[src/rtl/ysyx_22040125_halt_ctrl_pkg.sv]
// ysyx_22040125_halt_ctrl_pkg: shared state encoding, constants and trace entry type for the halt controller
package ysyx_22040125_halt_ctrl_pkg;
  typedef enum logic [1:0] {RUN, DRAIN, HALT} state_t;
  localparam logic [11:0] BUBBLE_OP = 12'hfff;
  localparam logic [63:0] TIMEOUT_TRAP = 64'hffff_ffff_ffff_ffff;
  localparam int TRACE_DEPTH = 8;
  typedef struct packed {
    logic [63:0] pc;
    logic [31:0] inst;
  } trace_ent_t;
endpackage

[src/rtl/ysyx_22040125_halt_ctrl_if.sv]
// ysyx_22040125_halt_ctrl_if: pipeline-side bus of the halt controller (master = pipeline, slave = controller)
interface ysyx_22040125_halt_ctrl_if;
  logic        ebreak_in;
  logic [11:0] op_in;
  logic [31:0] inst_in;
  logic [63:0] pc_in;
  logic [63:0] a0_val;
  logic [2:0]  trace_idx;
  logic        stall_req;
  logic        halt;
  logic        halt_ok;
  logic        halt_timeout;
  logic [63:0] trap_code;
  logic [63:0] halt_pc;
  logic [63:0] retire_cnt;
  logic [63:0] cycle_cnt;
  logic [63:0] trace_pc;
  logic [31:0] trace_inst;
  modport master (
    output ebreak_in, op_in, inst_in, pc_in, a0_val, trace_idx,
    input  stall_req, halt, halt_ok, halt_timeout, trap_code, halt_pc, retire_cnt, cycle_cnt, trace_pc, trace_inst
  );
  modport slave (
    input  ebreak_in, op_in, inst_in, pc_in, a0_val, trace_idx,
    output stall_req, halt, halt_ok, halt_timeout, trap_code, halt_pc, retire_cnt, cycle_cnt, trace_pc, trace_inst
  );
endinterface

[src/rtl/ysyx_22040125_halt_trace.sv]
// ysyx_22040125_halt_trace: 8-entry {pc, inst} ring of retired instructions, index 0 = most recent
module ysyx_22040125_halt_trace
  import ysyx_22040125_halt_ctrl_pkg::*;
(
  input  logic        clk,
  input  logic        rst,
  input  logic        i_we,
  input  logic [63:0] i_pc,
  input  logic [31:0] i_inst,
  input  logic [2:0]  i_idx,
  output logic [63:0] o_pc,
  output logic [31:0] o_inst
);
  trace_ent_t r_ring [TRACE_DEPTH];
  logic [2:0] r_wp;
  logic [2:0] w_rd;
  always_ff @(posedge clk) begin
    if (rst) begin
      for (int i = 0; i < TRACE_DEPTH; i++) r_ring[i] <= '0;
      r_wp <= '0;
    end else if (i_we) begin
      r_ring[r_wp] <= '{pc: i_pc, inst: i_inst};
      r_wp <= r_wp + 3'd1;
    end
  end
  assign w_rd = r_wp - 3'd1 - i_idx;
  assign o_pc = r_ring[w_rd].pc;
  assign o_inst = r_ring[w_rd].inst;
endmodule

[src/rtl/ysyx_22040125_halt_ctrl.sv]
// ysyx_22040125_halt_ctrl: ebreak/watchdog halt FSM with retire and cycle counters; trace ring under YSYX_22040125_HALT_TRACE_EN
module ysyx_22040125_halt_ctrl
  import ysyx_22040125_halt_ctrl_pkg::*;
#(
  parameter int unsigned DRAIN_CYCLES = 2,
  parameter logic [31:0] TIMEOUT = 32'd1_000_000
) (
  input logic clk,
  input logic rst,
  ysyx_22040125_halt_ctrl_if.slave bus
);
  state_t r_state;
  logic [3:0] r_drain;
  logic [31:0] r_idle;
  logic [63:0] r_last_pc, r_retire, r_cycle, r_trap, r_hpc;
  logic r_stall, r_halt, r_ok, r_to;
  logic w_retire, w_ebreak, w_timeout;
  assign w_retire = r_state == RUN && bus.op_in != BUBBLE_OP;
  assign w_ebreak = w_retire && bus.ebreak_in;
  // fires in the idle cycle that would bring the idle count up to TIMEOUT
  assign w_timeout = TIMEOUT != 32'd0 && r_state == RUN && !w_retire && r_idle == TIMEOUT - 32'd1;
  always_ff @(posedge clk) begin
    if (rst) begin
      r_state <= RUN;
      r_drain <= '0;
      r_idle <= '0;
      r_last_pc <= '0;
      r_retire <= '0;
      r_cycle <= '0;
      r_trap <= '0;
      r_hpc <= '0;
      r_stall <= 1'b0;
      r_halt <= 1'b0;
      r_ok <= 1'b0;
      r_to <= 1'b0;
    end else begin
      if (r_state != HALT) r_cycle <= r_cycle + 64'd1;
      if (r_state == RUN) r_idle <= w_retire ? 32'd0 : r_idle + 32'd1;
      if (w_retire) begin
        r_retire <= r_retire + 64'd1;
        r_last_pc <= bus.pc_in;
      end
      case (r_state)
        RUN:
          if (w_ebreak) begin
            r_state <= DRAIN;
            r_stall <= 1'b1;
            r_drain <= '0;
            r_hpc <= bus.pc_in;
          end else if (w_timeout) begin
            r_state <= HALT;
            r_stall <= 1'b1;
            r_halt <= 1'b1;
            r_to <= 1'b1;
            r_trap <= TIMEOUT_TRAP;
            r_hpc <= r_last_pc;
          end
        DRAIN:
          if (r_drain == 4'(DRAIN_CYCLES - 1)) begin
            r_state <= HALT;
            r_halt <= 1'b1;
            r_trap <= bus.a0_val;
            r_ok <= bus.a0_val == 64'd0;
          end else r_drain <= r_drain + 4'd1;
        default: ;
      endcase
    end
  end
  assign bus.stall_req = r_stall;
  assign bus.halt = r_halt;
  assign bus.halt_ok = r_ok;
  assign bus.halt_timeout = r_to;
  assign bus.trap_code = r_trap;
  assign bus.halt_pc = r_hpc;
  assign bus.retire_cnt = r_retire;
  assign bus.cycle_cnt = r_cycle;
`ifdef YSYX_22040125_HALT_TRACE_EN
  ysyx_22040125_halt_trace u_trace (
    .clk(clk),
    .rst(rst),
    .i_we(w_retire),
    .i_pc(bus.pc_in),
    .i_inst(bus.inst_in),
    .i_idx(bus.trace_idx),
    .o_pc(bus.trace_pc),
    .o_inst(bus.trace_inst)
  );
`else
  logic w_unused;
  assign w_unused = ^{bus.inst_in, bus.trace_idx};
  assign bus.trace_pc = '0;
  assign bus.trace_inst = '0;
`endif
endmodule

[src/flat_wrapper.sv]
// flat-port wrapper written by rule: the top's interface ports become plain ports
module ysyx_22040125_halt_ctrl_flat import ysyx_22040125_halt_ctrl_pkg::*;
#(
  parameter int unsigned DRAIN_CYCLES = 2,
  parameter logic [31:0] TIMEOUT = 32'd1_000_000
)
  (clk, rst, bus_ebreak_in, bus_op_in, bus_inst_in, bus_pc_in, bus_a0_val, bus_trace_idx, bus_stall_req, bus_halt, bus_halt_ok, bus_halt_timeout, bus_trap_code, bus_halt_pc, bus_retire_cnt, bus_cycle_cnt, bus_trace_pc, bus_trace_inst);
  ysyx_22040125_halt_ctrl_if bus_i ();
  input logic clk;
  input logic rst;
  input wire logic [$bits(bus_i.ebreak_in)-1:0] bus_ebreak_in;
  input wire logic [$bits(bus_i.op_in)-1:0] bus_op_in;
  input wire logic [$bits(bus_i.inst_in)-1:0] bus_inst_in;
  input wire logic [$bits(bus_i.pc_in)-1:0] bus_pc_in;
  input wire logic [$bits(bus_i.a0_val)-1:0] bus_a0_val;
  input wire logic [$bits(bus_i.trace_idx)-1:0] bus_trace_idx;
  output wire logic [$bits(bus_i.stall_req)-1:0] bus_stall_req;
  output wire logic [$bits(bus_i.halt)-1:0] bus_halt;
  output wire logic [$bits(bus_i.halt_ok)-1:0] bus_halt_ok;
  output wire logic [$bits(bus_i.halt_timeout)-1:0] bus_halt_timeout;
  output wire logic [$bits(bus_i.trap_code)-1:0] bus_trap_code;
  output wire logic [$bits(bus_i.halt_pc)-1:0] bus_halt_pc;
  output wire logic [$bits(bus_i.retire_cnt)-1:0] bus_retire_cnt;
  output wire logic [$bits(bus_i.cycle_cnt)-1:0] bus_cycle_cnt;
  output wire logic [$bits(bus_i.trace_pc)-1:0] bus_trace_pc;
  output wire logic [$bits(bus_i.trace_inst)-1:0] bus_trace_inst;
  assign bus_i.ebreak_in = bus_ebreak_in;
  assign bus_i.op_in = bus_op_in;
  assign bus_i.inst_in = bus_inst_in;
  assign bus_i.pc_in = bus_pc_in;
  assign bus_i.a0_val = bus_a0_val;
  assign bus_i.trace_idx = bus_trace_idx;
  assign bus_stall_req = bus_i.stall_req;
  assign bus_halt = bus_i.halt;
  assign bus_halt_ok = bus_i.halt_ok;
  assign bus_halt_timeout = bus_i.halt_timeout;
  assign bus_trap_code = bus_i.trap_code;
  assign bus_halt_pc = bus_i.halt_pc;
  assign bus_retire_cnt = bus_i.retire_cnt;
  assign bus_cycle_cnt = bus_i.cycle_cnt;
  assign bus_trace_pc = bus_i.trace_pc;
  assign bus_trace_inst = bus_i.trace_inst;
  ysyx_22040125_halt_ctrl #(.DRAIN_CYCLES(DRAIN_CYCLES), .TIMEOUT(TIMEOUT)) u_core (.clk(clk), .rst(rst), .bus(bus_i));
endmodule
[config.mk]
export PLATFORM = sky130hd
export DESIGN_NAME = ysyx_22040125_halt_ctrl_flat
export DESIGN_NICKNAME = d
export VERILOG_FILES = /design/src/rtl/ysyx_22040125_halt_ctrl_pkg.sv /design/src/rtl/ysyx_22040125_halt_ctrl_if.sv /design/src/rtl/ysyx_22040125_halt_trace.sv /design/src/rtl/ysyx_22040125_halt_ctrl.sv /design/src/flat_wrapper.sv
export SDC_FILE = /design/constraint.sdc
export NUM_CORES = 1
export LEC_CHECK = 0
export CORE_AREA = 3 3 208 210
export DETAILED_ROUTE_END_ITERATION = 12
export DIE_AREA = 0 0 211 213
export GPL_TIMING_DRIVEN = 0
export MAX_ROUTING_LAYER = met4
export PLACE_DENSITY = 0.71
export SKIP_LAST_GASP = 1
export SLEW_MARGIN = 10
export SYNTH_ARGS = -nofsm -noshare
export SYNTH_HDL_FRONTEND = slang
export SYNTH_HIERARCHICAL = 1
export SYNTH_SLANG_ARGS = --single-unit
export TNS_END_PERCENT = 5
[constraint.sdc]
create_clock -name clk -period 3.1 [get_ports clk]
set_clock_uncertainty 0.2 [all_clocks]
set_input_delay 0.465 -clock clk [delete_from_list [all_inputs] [get_ports clk]]
set_output_delay 0.465 -clock clk [all_outputs]
set_load 0.02 [all_outputs]
Word level (Yosys, flattened, before mapping)
Cells that the tools add are included.
{"block": "word_totals", "reg_bits": 362, "inputBits": 178, "output_inout_bits": 356, "elab_cells": 62}
{"block": "classes", "addsub": 4, "eq_ne": 11, "n_mux": 19, "bitwise_logic": 1, "n_reduce_logical": 15}
{"operator": "$mux W64", "n": 5}
{"operator": "$add A64 B1 Y64 const B", "n": 2}
{"operator": "$pmux W64 S2", "n": 1}
{"operator": "$logic_not A64 Y1", "n": 1}
{"operator": "$add A32 B1 Y32 const B", "n": 1}
{"operator": "$eq A32 B20 Y1 const B", "n": 1}
{"operator": "$mux W32", "n": 1}
{"operator": "$ne A12 B12 Y1 const B", "n": 1}
{"operator": "$reduce_and A3 Y1", "n": 3}
{"operator": "$mux W4", "n": 2}
{"operator": "$pmux W4 S2", "n": 1}
{"operator": "$mux W2", "n": 3}
{"operator": "$ne A2 B1 Y1 const B", "n": 3}
{"operator": "$ne A2 B2 Y1 const B", "n": 3}
{"operator": "$add A4 B1 Y4 const B", "n": 1}
{"operator": "$eq A4 B1 Y1 const B", "n": 1}
{"operator": "$logic_and A1 B1 Y1", "n": 4}
{"operator": "$mux W1", "n": 4}
{"operator": "$pmux W2 S2", "n": 1}
{"operator": "$reduce_and A2 Y1", "n": 2}
{"operator": "$reduce_and A4 Y1", "n": 1}
{"operator": "$reduce_bool A2 Y1", "n": 2}
{"operator": "$ne A3 B1 Y1 const B", "n": 1}
{"operator": "$eq A2 B1 Y1 const B", "n": 1}
{"operator": "4 further kinds", "n": 4}

Depth between registers and ports, before layout
Gate-level depths: netlist (run 1).
{"block": "depth", "depth_word": 8, "mapped_depth": 10, "depth_no_buf": 6}

Worst setup path before layout (run 1)
Ideal clock, no wire load.
{"block": "synth_timing", "path_type": "flip-flop to flip-flop", "start": "register u_core.r_cycle[0] (netlist: u_core/bus.cycle_cnt[0])", "end": "register u_core.r_cycle[46] (netlist: u_core/bus.cycle_cnt[46])", "setup_time_ns": 0.070, "t_arrival_ns": 2.560, "required_time_ns": 2.830, "path_slack_ns": 0.269, "path_stages_with_launch": 10, "path_buffers": 3, "path_cell_list": "dfxtp_1 -> ha_1 -> nand4_1 -> or4_4 -> buf_6 -> or3_4 -> buf_6 -> buf_6 -> or4_1 -> a21oi_1"}
{"block": "synth_via", "elab_chain_len": 1}
{"element": "start: declaration", "line_no": "ysyx_22040125_halt_ctrl.sv:15", "text": "logic [63:0] r_last_pc, r_retire, r_cycle, r_trap, r_hpc;"}
{"element": "start signal: assignment", "line_no": "ysyx_22040125_halt_ctrl.sv:37", "text": "if (r_state != HALT) r_cycle <= r_cycle + 64'd1;"}
{"element": "$add A64 B1 Y64", "line_no": "ysyx_22040125_halt_ctrl.sv:37"}
No other way between the ends.
A chain may end at the register's enable or synchronous reset.

Worst setup path after layout (run 1)
{"block": "layout_timing", "start": "register u_core.r_retire[18] (netlist: u_core/bus.retire_cnt[18])", "end": "register u_core.r_retire[61] (netlist: u_core/bus.retire_cnt[61])"}
{"block": "layout_via", "elab_chain_len": 1}
{"element": "start: declaration", "line_no": "ysyx_22040125_halt_ctrl.sv:15"}
{"element": "start signal: assignment", "line_no": "ysyx_22040125_halt_ctrl.sv:40", "text": "r_retire <= r_retire + 64'd1;"}
{"element": "$add A64 B1 Y64", "line_no": "ysyx_22040125_halt_ctrl.sv:40"}
No other way between the ends.

==> qor.yml, run 1 <==
cts:
  path_clk_slew_ns: 0.06
  worstSkewPairLatency_ns: 0.54
  cts_tree: "done"
  holdBufCountCts: 0
  clk_path_buf_depth: 3
  cts_sinks: 362
  cts_buffers: 41
  cts_htree_levels: 2
  clock-root-buffer: "clkbuf_16"
cells_and_area:
  seqCellArea_sq_mm: 0.00725
  nets: 2670
  nFillCells: 3785
  syn_to_final_growth_pct: 40.5
  multi_input_area_sq_mm: 0.00819
  final_cells: 3061
  final_layout_size_suffix_gt1_share_pct: 10.0
global_route:
  grt_first_pass_wirelength_mm: 88.3
  grt_overflow: 0
  antenna_found_initial: 8
  grt_pass1_vias: 15600
  grt_max_degree: 14
  track_usage_pct: 25.3
sta:
  worst_slew_pin_slew_ns: 1.14
  finalCritPeriodShare_pct: 100
  fmax_ghz: 0.323
  hold_ws_ns: 0.253
  setup_ws_ns: -0.0000910
  finalCriticalPeriod_ns: 3.10
  maxSlewHeadroom_pct: 23.7
  slew_violations: 0
  fin_tns_setup_ns: -0.0000910
  finalSetupViolations: 1
  finalHoldViolations: 0
  rsz0062_at_grt: "yes"
synthesis:
  synth_edf_count: 0
  ys_seq_elements: 362
  postSynthAreaPerCell_sq_um: 8.46
  synth.distinct_cells: 55
  yosys_warnings: 6
  async_flop_share_pct: 0
  postSynthCellCount: 1933
  synthFlopType: "dfxtp_1"
  synth.cell_area_sq_mm: 0.0163
  ys_seq_area_share_pct: 44.3
placement:
  pre_cts_slack_ns: -1.10
  dp_cells: 2969
  place_hpwl_mm: 43.6
  io_buffers: 401
  gp_congestion: 0.933
hold_path:
  hp-class: "flip-flop to flip-flop"
floorplanning:
  fp.dieH_microns: 213
  die_x_microns: 211
  dieArea_sq_mm: 0.0449
  start_util_pct: 39.1
  core_sq_mm: 0.0418
  io-pin-count: 534
  row_count: 75
setup_path:
  crit_family: "simple AND/OR/NAND/NOR gates"
  worstPathRequired_ns: 3.34
  crit_arrival_ns: 3.34
  critPathCaptureType: "flip-flop"
  start_kind: "flip-flop"
  cpPeakStageDelay_ns: 0.44
  crit_buf_inv: 2
  cp_max_fo: 10
  critical_path_class: "flip-flop to flip-flop"
  path_cells: "and4_1, clkbuf_1, and3_1, nand4_1, clkbuf_1, nor4_1, mux2_2"
  slowest_stage: "dfxtp_1"
  crit_top_cell: "clkbuf_1"
detailed_routing:
  vias: 16600
  routed_wl_mm: 58.2
  via_per_inst: 5.41
  ant_nets: 0
  drt_iter0_markers: 1363
  dr.pass1.iters: 5
  drcViolationCount: 0
  avgRoutedWirePerCell_microns: 19.0
outcome:
  failed_checks: "negative setup slack"
  outcome: "finished, violations left"
pwr:
  power.share.switching_pct: 26.0
  pwr-share-seq_pct: 44.0
  intPower_mw: 8.39
  p_leak_nw: 8.18
  combinationalPowerShare_pct: 13.5
  pwr-share-clk_pct: 42.5
  switchingPower_mw: 2.94
  ir_drop_mv: 0.279
  finalPower_mw: 11.3
  powerDensity_mw_per_mm2: 494
flow_run:
  max_cap_viol_count: 0
## area by class of cell
| type | count | area share, % |
|---|---|---|
| inverters | 20 | 0.327 |
| multi-input cells | 1420 | 35.7 |
| repair buffers | 416 | 18.0 |
| plain buffers | 226 | 5.67 |
| clock buffers | 55 | 5.04 |
| flip-flops and latches | 362 | 31.6 |
| well taps | 539 | 2.94 |
| clock inverters | 15 | 0.697 |
| diodes | 8 | 0.0872 |
## through the flow
| stage | utilization, % | area (sq um) |
|---|---|---|
| final | 55.0 | 23000 |
| after CTS | 54.6 | 22800 |
| after global placement | 51.2 | 21400 |
| after detailed placement | 51.3 | 21400 |
| after floorplan | - | 16700 |
| after global routing | 55.0 | 23000 |
## worst register-to-register path, stage by stage, from the launching register on
cell	delay, ns
dfxtp_1	0.44
and4_1	0.22
clkbuf_1	0.27
and3_1	0.27
nand4_1	0.39
clkbuf_1	0.39
nor4_1	0.44
mux2_2	0.38
## sequential cells by signal, indices dropped and copies added, names as in the netlist, 2 cells and up
register               cells
u_core/r_drain             4
u_core/r_state             2
u_core/r_last_pc          64
u_core/bus.cycle_cnt      64
u_core/bus.halt_pc        64
u_core/r_idle             32
u_core/bus.retire_cnt     64
u_core/bus.trap_code      64
## power groups by stage
| stage | clock network (mW) | logic, mW | registers [mW] |
|---|---|---|---|
| detailed placement | 0 | 1.51 | 5.08 |
| CTS | 4.92 | 1.52 | 4.98 |
| finish | 4.82 | 1.53 | 4.98 |
| global placement | 0 | 1.49 | 5.07 |
| global route | 5.09 | 1.65 | 5.01 |
| floorplan | 0 | 0.701 | 5.19 |
## per-layer routing
| layer | vias to the layer above | global-route usage (%) | share of wire, % |
|---|---|---|---|
| met5 | - | - | 0 |
| met4 | 0 | 8.91 | 3.2 |
| met3 | 138 | 5.97 | 8.2 |
| met2 | 661 | 40.4 | 47 |
| met1 | 7848 | 31.5 | 41 |
| li1 | 7908 | - | - |
## logic make-up (layout without fill, tap and decap cells)
logic type	count (synthesis)	in the layout	synth area share (%)
compound gates	358	358	14.8
xor+xnor	78	78	4.18
fa+ha+maj	5	5	0.383
buf+inv	246	732	8.32
flops	362	362	44.3
mux	7	7	0.452
other cells	1	104	0.0229
simple gates	876	876	27.5
## synth_stat cells, types with 4 or more instances
library cell | instances | area, sq um
nand2_1 | 194 | 728
a21oi_1 | 145 | 726
xnor2_1 | 46 | 403
or3_1 | 42 | 263
ha_1 | 5 | 62.6
a211oi_1 | 67 | 503
and2_1 | 59 | 369
and4_1 | 21 | 184
nor2b_1 | 5 | 31.3
nor3_1 | 88 | 440
o41ai_1 | 7 | 61.3
nand4b_1 | 8 | 70.1
a221o_1 | 52 | 521
nand3_1 | 57 | 285
buf_1 | 11 | 41.3
nor2_1 | 205 | 769
mux2i_1 | 4 | 40.0
buf_4 | 107 | 803
or4_1 | 36 | 270
and3_1 | 16 | 100
buf_2 | 10 | 50.1
o221a_2 | 10 | 113
inv_1 | 20 | 75.1
xor2_1 | 32 | 280
o31ai_1 | 29 | 218
nand4_1 | 71 | 444
clkbuf_1 | 95 | 357
o21ai_0 | 38 | 190
dfxtp_1 | 362 | 7250
or2_2 | 7 | 43.8
nor4_1 | 48 | 300
## placed cells by master, fill, tap and decap left out, types with 5 or more instances in the layout
master           netlist  routed
clkbuf_16              0      41
and3_1                16      16
nand3_1               57      57
clkbuf_2               0       7
clkbuf_1              95      94
buf_4                107     121
nor2_1               205     203
and2_1                59      59
ha_1                   5       5
or3_1                 42      42
a221o_1               52      52
o41ai_1                7       7
buf_1                 11       9
nor4_1                48      45
nand2_1              194     194
xnor2_1               46      46
clkbuf_8               0       8
conb_1                 1      96
a211oi_1              67      67
nor2b_1                5       5
o221a_2               10      10
clkdlybuf4s50_1        0     401
dfxtp_1              362     361
clkinv_2               0       9
o21ai_0               38      38
diode_2                0       8
inv_1                 20      20
nor3_1                88      88
or4_1                 36      35
nand4b_1               8       8
buf_2                 10      10
or2_2                  7       7
and4_1                21      21
xor2_1                32      32
nand4_1               71      71
o31ai_1               29      28
a21oi_1              145     145
## timing repair
item | in CTS | in global routing
endpoints found under the setup margin | 201 | 223
pin swaps | 2 | 5
setup buffers | 3 | 11
gates resized for setup | 9 | 22
## final timing paths
| path | from | endpoint | slack, ns | depth (start not counted) |
|---|---|---|---|---|
| hold / removal | u_core/r_last_pc[36]$_SDFFE_PP0P_ | u_core/r_last_pc[36]$_SDFFE_PP0P_ | 0.25 | 2 |
| setup reg to reg | u_core/bus.retire_cnt[18]$_SDFFE_PP0P_ | u_core/bus.retire_cnt[61]$_SDFFE_PP0P_ | -0.00009 | 7 |
| hold reg to reg | u_core/r_last_pc[36]$_SDFFE_PP0P_ | u_core/r_last_pc[36]$_SDFFE_PP0P_ | 0.25 | 2 |
| setup / recovery | u_core/bus.retire_cnt[18]$_SDFFE_PP0P_ | u_core/bus.retire_cnt[61]$_SDFFE_PP0P_ | -0.00009 | 7 |
Power figures use the tool's default switching activity.
==> run 2: changes to the inputs <==
ABC_CLOCK_PERIOD_IN_PS = 3100   (was unset)
PLACE_DENSITY = 0.7   (was 0.71)
==> qor.yml, run 2 (synthesis results as in run 1) <==
sta:
  rsz0062_at_grt: "yes"
  finalCritPeriodShare_pct: 99.4  # -0.60 points
  setup_ws_ns: 0.0186  # +0.0187 ns
  finalCriticalPeriod_ns: 3.08  # -0.0187 ns
  fmax_ghz: 0.325  # +0.61%
  finalSetupViolations: 0  # -1
  slew_violations: 0  # unchanged
  fin_tns_setup_ns: 0  # +0.0000910 ns
  maxSlewHeadroom_pct: 22.1  # -1.6 points
  worst_slew_pin_slew_ns: 1.16  # +0.0237 ns
  finalHoldViolations: 0  # unchanged
floorplanning:
  core_sq_mm: 0.0418  # unchanged
  io-pin-count: 534  # unchanged
  fp.dieH_microns: 213  # unchanged
  die_x_microns: 211  # unchanged
  row_count: 75  # unchanged
  start_util_pct: 39.1  # unchanged
  dieArea_sq_mm: 0.0449  # unchanged
cts:
  path_clk_slew_ns: 0.06  # about the same
  cts_tree: "done"
  worstSkewPairLatency_ns: 0.55  # about the same
  cts_htree_levels: 2  # unchanged
  cts_sinks: 362  # unchanged
  clk_path_buf_depth: 3  # unchanged
  clock-root-buffer: "clkbuf_16"
  cts_buffers: 42  # +2.4%
  holdBufCountCts: 0  # unchanged
pwr:
  p_leak_nw: 8.16  # -0.21%
  finalPower_mw: 11.4  # +0.27%
  pwr-share-seq_pct: 43.8  # -0.2 points
  pwr-share-clk_pct: 42.7  # +0.2 points
  combinationalPowerShare_pct: 13.5  # about the same
  intPower_mw: 8.41  # +0.24%
  switchingPower_mw: 2.95  # +0.34%
  power.share.switching_pct: 26.0  # about the same
  ir_drop_mv: 0.360  # +29%
  powerDensity_mw_per_mm2: 495  # +0.32%
cells_and_area:
  nets: 2666  # -0.15%
  multi_input_area_sq_mm: 0.00820  # about the same
  final_layout_size_suffix_gt1_share_pct: 9.70  # -0.32 points
  final_cells: 3060  # -0.033%
  nFillCells: 3832  # +1.2%
  syn_to_final_growth_pct: 40.4  # about the same
  final_cell_mix: "clkdlybuf4s50_1 (401), dfxtp_1 (361), nor2_1 (203)"
  final_common_cell: "clkdlybuf4s50_1"
  seqCellArea_sq_mm: 0.00725  # unchanged
detailed_routing:
  via_per_inst: 5.40  # -0.23%
  vias: 16500  # -0.27%
  routed_wl_mm: 57.8  # -0.65%
  dr.pass1.iters: 5  # unchanged
  drt_iter0_markers: 1422  # +4.3%
  ant_nets: 0  # unchanged
  avgRoutedWirePerCell_microns: 18.9  # -0.62%
  drcViolationCount: 0  # unchanged
setup_path:
  rr_worst_depth: 7  # unchanged
  crit_arrival_ns: 3.31  # -0.03 ns
  cp_max_fo: 10  # unchanged
  critPathCaptureType: "flip-flop"
  start_kind: "flip-flop"
  worstPathRequired_ns: 3.32  # -0.02 ns
  critical_path_class: "flip-flop to flip-flop"
placement:
  place_hpwl_mm: 43.3  # -0.59%
  dp_cells: 2969  # unchanged
  pre_cts_slack_ns: -1.07  # +0.0327 ns
  gp_congestion: 0.921  # -1.3%
  io_buffers: 401  # unchanged
hold_path:
  holdPathStages: 2  # unchanged
  hp-class: "flip-flop to flip-flop"
global_route:
  grt_max_degree: 13  # -1
  grt_pass1_vias: 15600  # -0.33%
  track_usage_pct: 25.0  # -0.28 points
  grt_first_pass_wirelength_mm: 87.8  # -0.59%
  antenna_found_initial: 5  # -3
  grt_overflow: 0  # unchanged
outcome:
  outcome: "completed"
flow_run:
  max_cap_viol_count: 0  # unchanged
-- run 2: cell types whose count changed in the layout (fill, tap and decap cells not counted), moves of 2 or more --
cell / previous run / this run
buf_2: 10 / 6
diode_2: 8 / 6
clkbuf_16: 41 / 45
clkbuf_8: 8 / 6
clkinv_2: 9 / 7
bufinv_16: 3 / 1
clkbuf_1: 94 / 102
-- run 2: power by group through the flow --
| stage | Clock, mW | Sequential (mW) | Combinational (mW) |
|---|---|---|---|
| CTS | 4.96 | 4.98 | 1.52 |
| finish | 4.85 | 4.98 | 1.53 |
| detailed placement | 0 | 5.08 | 1.51 |
| global route | 5.13 | 5.00 | 1.65 |
| global placement | 0 | 5.07 | 1.49 |
| floorplan | 0 | 5.19 | 0.701 |
-- run 2: cell type report --
class,count,share of cell area [%]
multi-input combinational,1420,35.7
sequential,362,31.6
timing repair buffer,411,17.8
buffer,226,5.71
clock buffer,66,5.51
tap,539,2.94
clock inverter,10,0.354
inverter,20,0.327
antenna,6,0.0654
-- run 2: worst paths after layout --
path	slack (ns)	endpoint	startpoint
worst max-delay path	0.02	u_core/bus.halt_pc[20]$_SDFFE_PP0P_	u_core/r_idle[11]$_SDFFE_PP0P_
worst min-delay path	0.25	u_core/r_last_pc[63]$_SDFFE_PP0P_	u_core/r_last_pc[63]$_SDFFE_PP0P_
worst max register to register	0.02	u_core/bus.halt_pc[20]$_SDFFE_PP0P_	u_core/r_idle[11]$_SDFFE_PP0P_
worst min register to register	0.25	u_core/r_last_pc[63]$_SDFFE_PP0P_	u_core/r_last_pc[63]$_SDFFE_PP0P_
-- run 2: layer usage --
layer	GRT usage (%)	share of wire [%]	wire (microns)
met1	31.8	42	24500
met2	40.7	48	27600
met3	4.72	7.2	4140
met4	7.44	2.7	1590
met5	-	0	0
-- run 2: through the flow --
stage / area, sq um / hold slack, ns / util, %
3_3_place_gp: 21400 / 0.241 / 51.2
3_5_place_dp: 21400 / 0.247 / 51.3
5_1_grt: 23000 / 0.273 / 55.0
4_1_cts: 22800 / 0.256 / 54.6
2_1_floorplan: 16700 / 0.236 / -
6_report: 23000 / 0.253 / 55.0
-- run 2: worst max-delay path, cell delays in order (launching register included) --
cell and delay, ns:
dfxtp_1 0.30, clkbuf_1 0.16, or4b_1 0.53, or4_4 0.47
o41ai_4 0.53, nor2_4 0.12, clkbuf_2 0.26, a221o_1 0.39
-- run 2: what timing repair did --
action,CTS,global route
endpoints found under the setup margin,196,231
gates resized for setup,11,28
buffers inserted,2,7
pin swaps,1,5
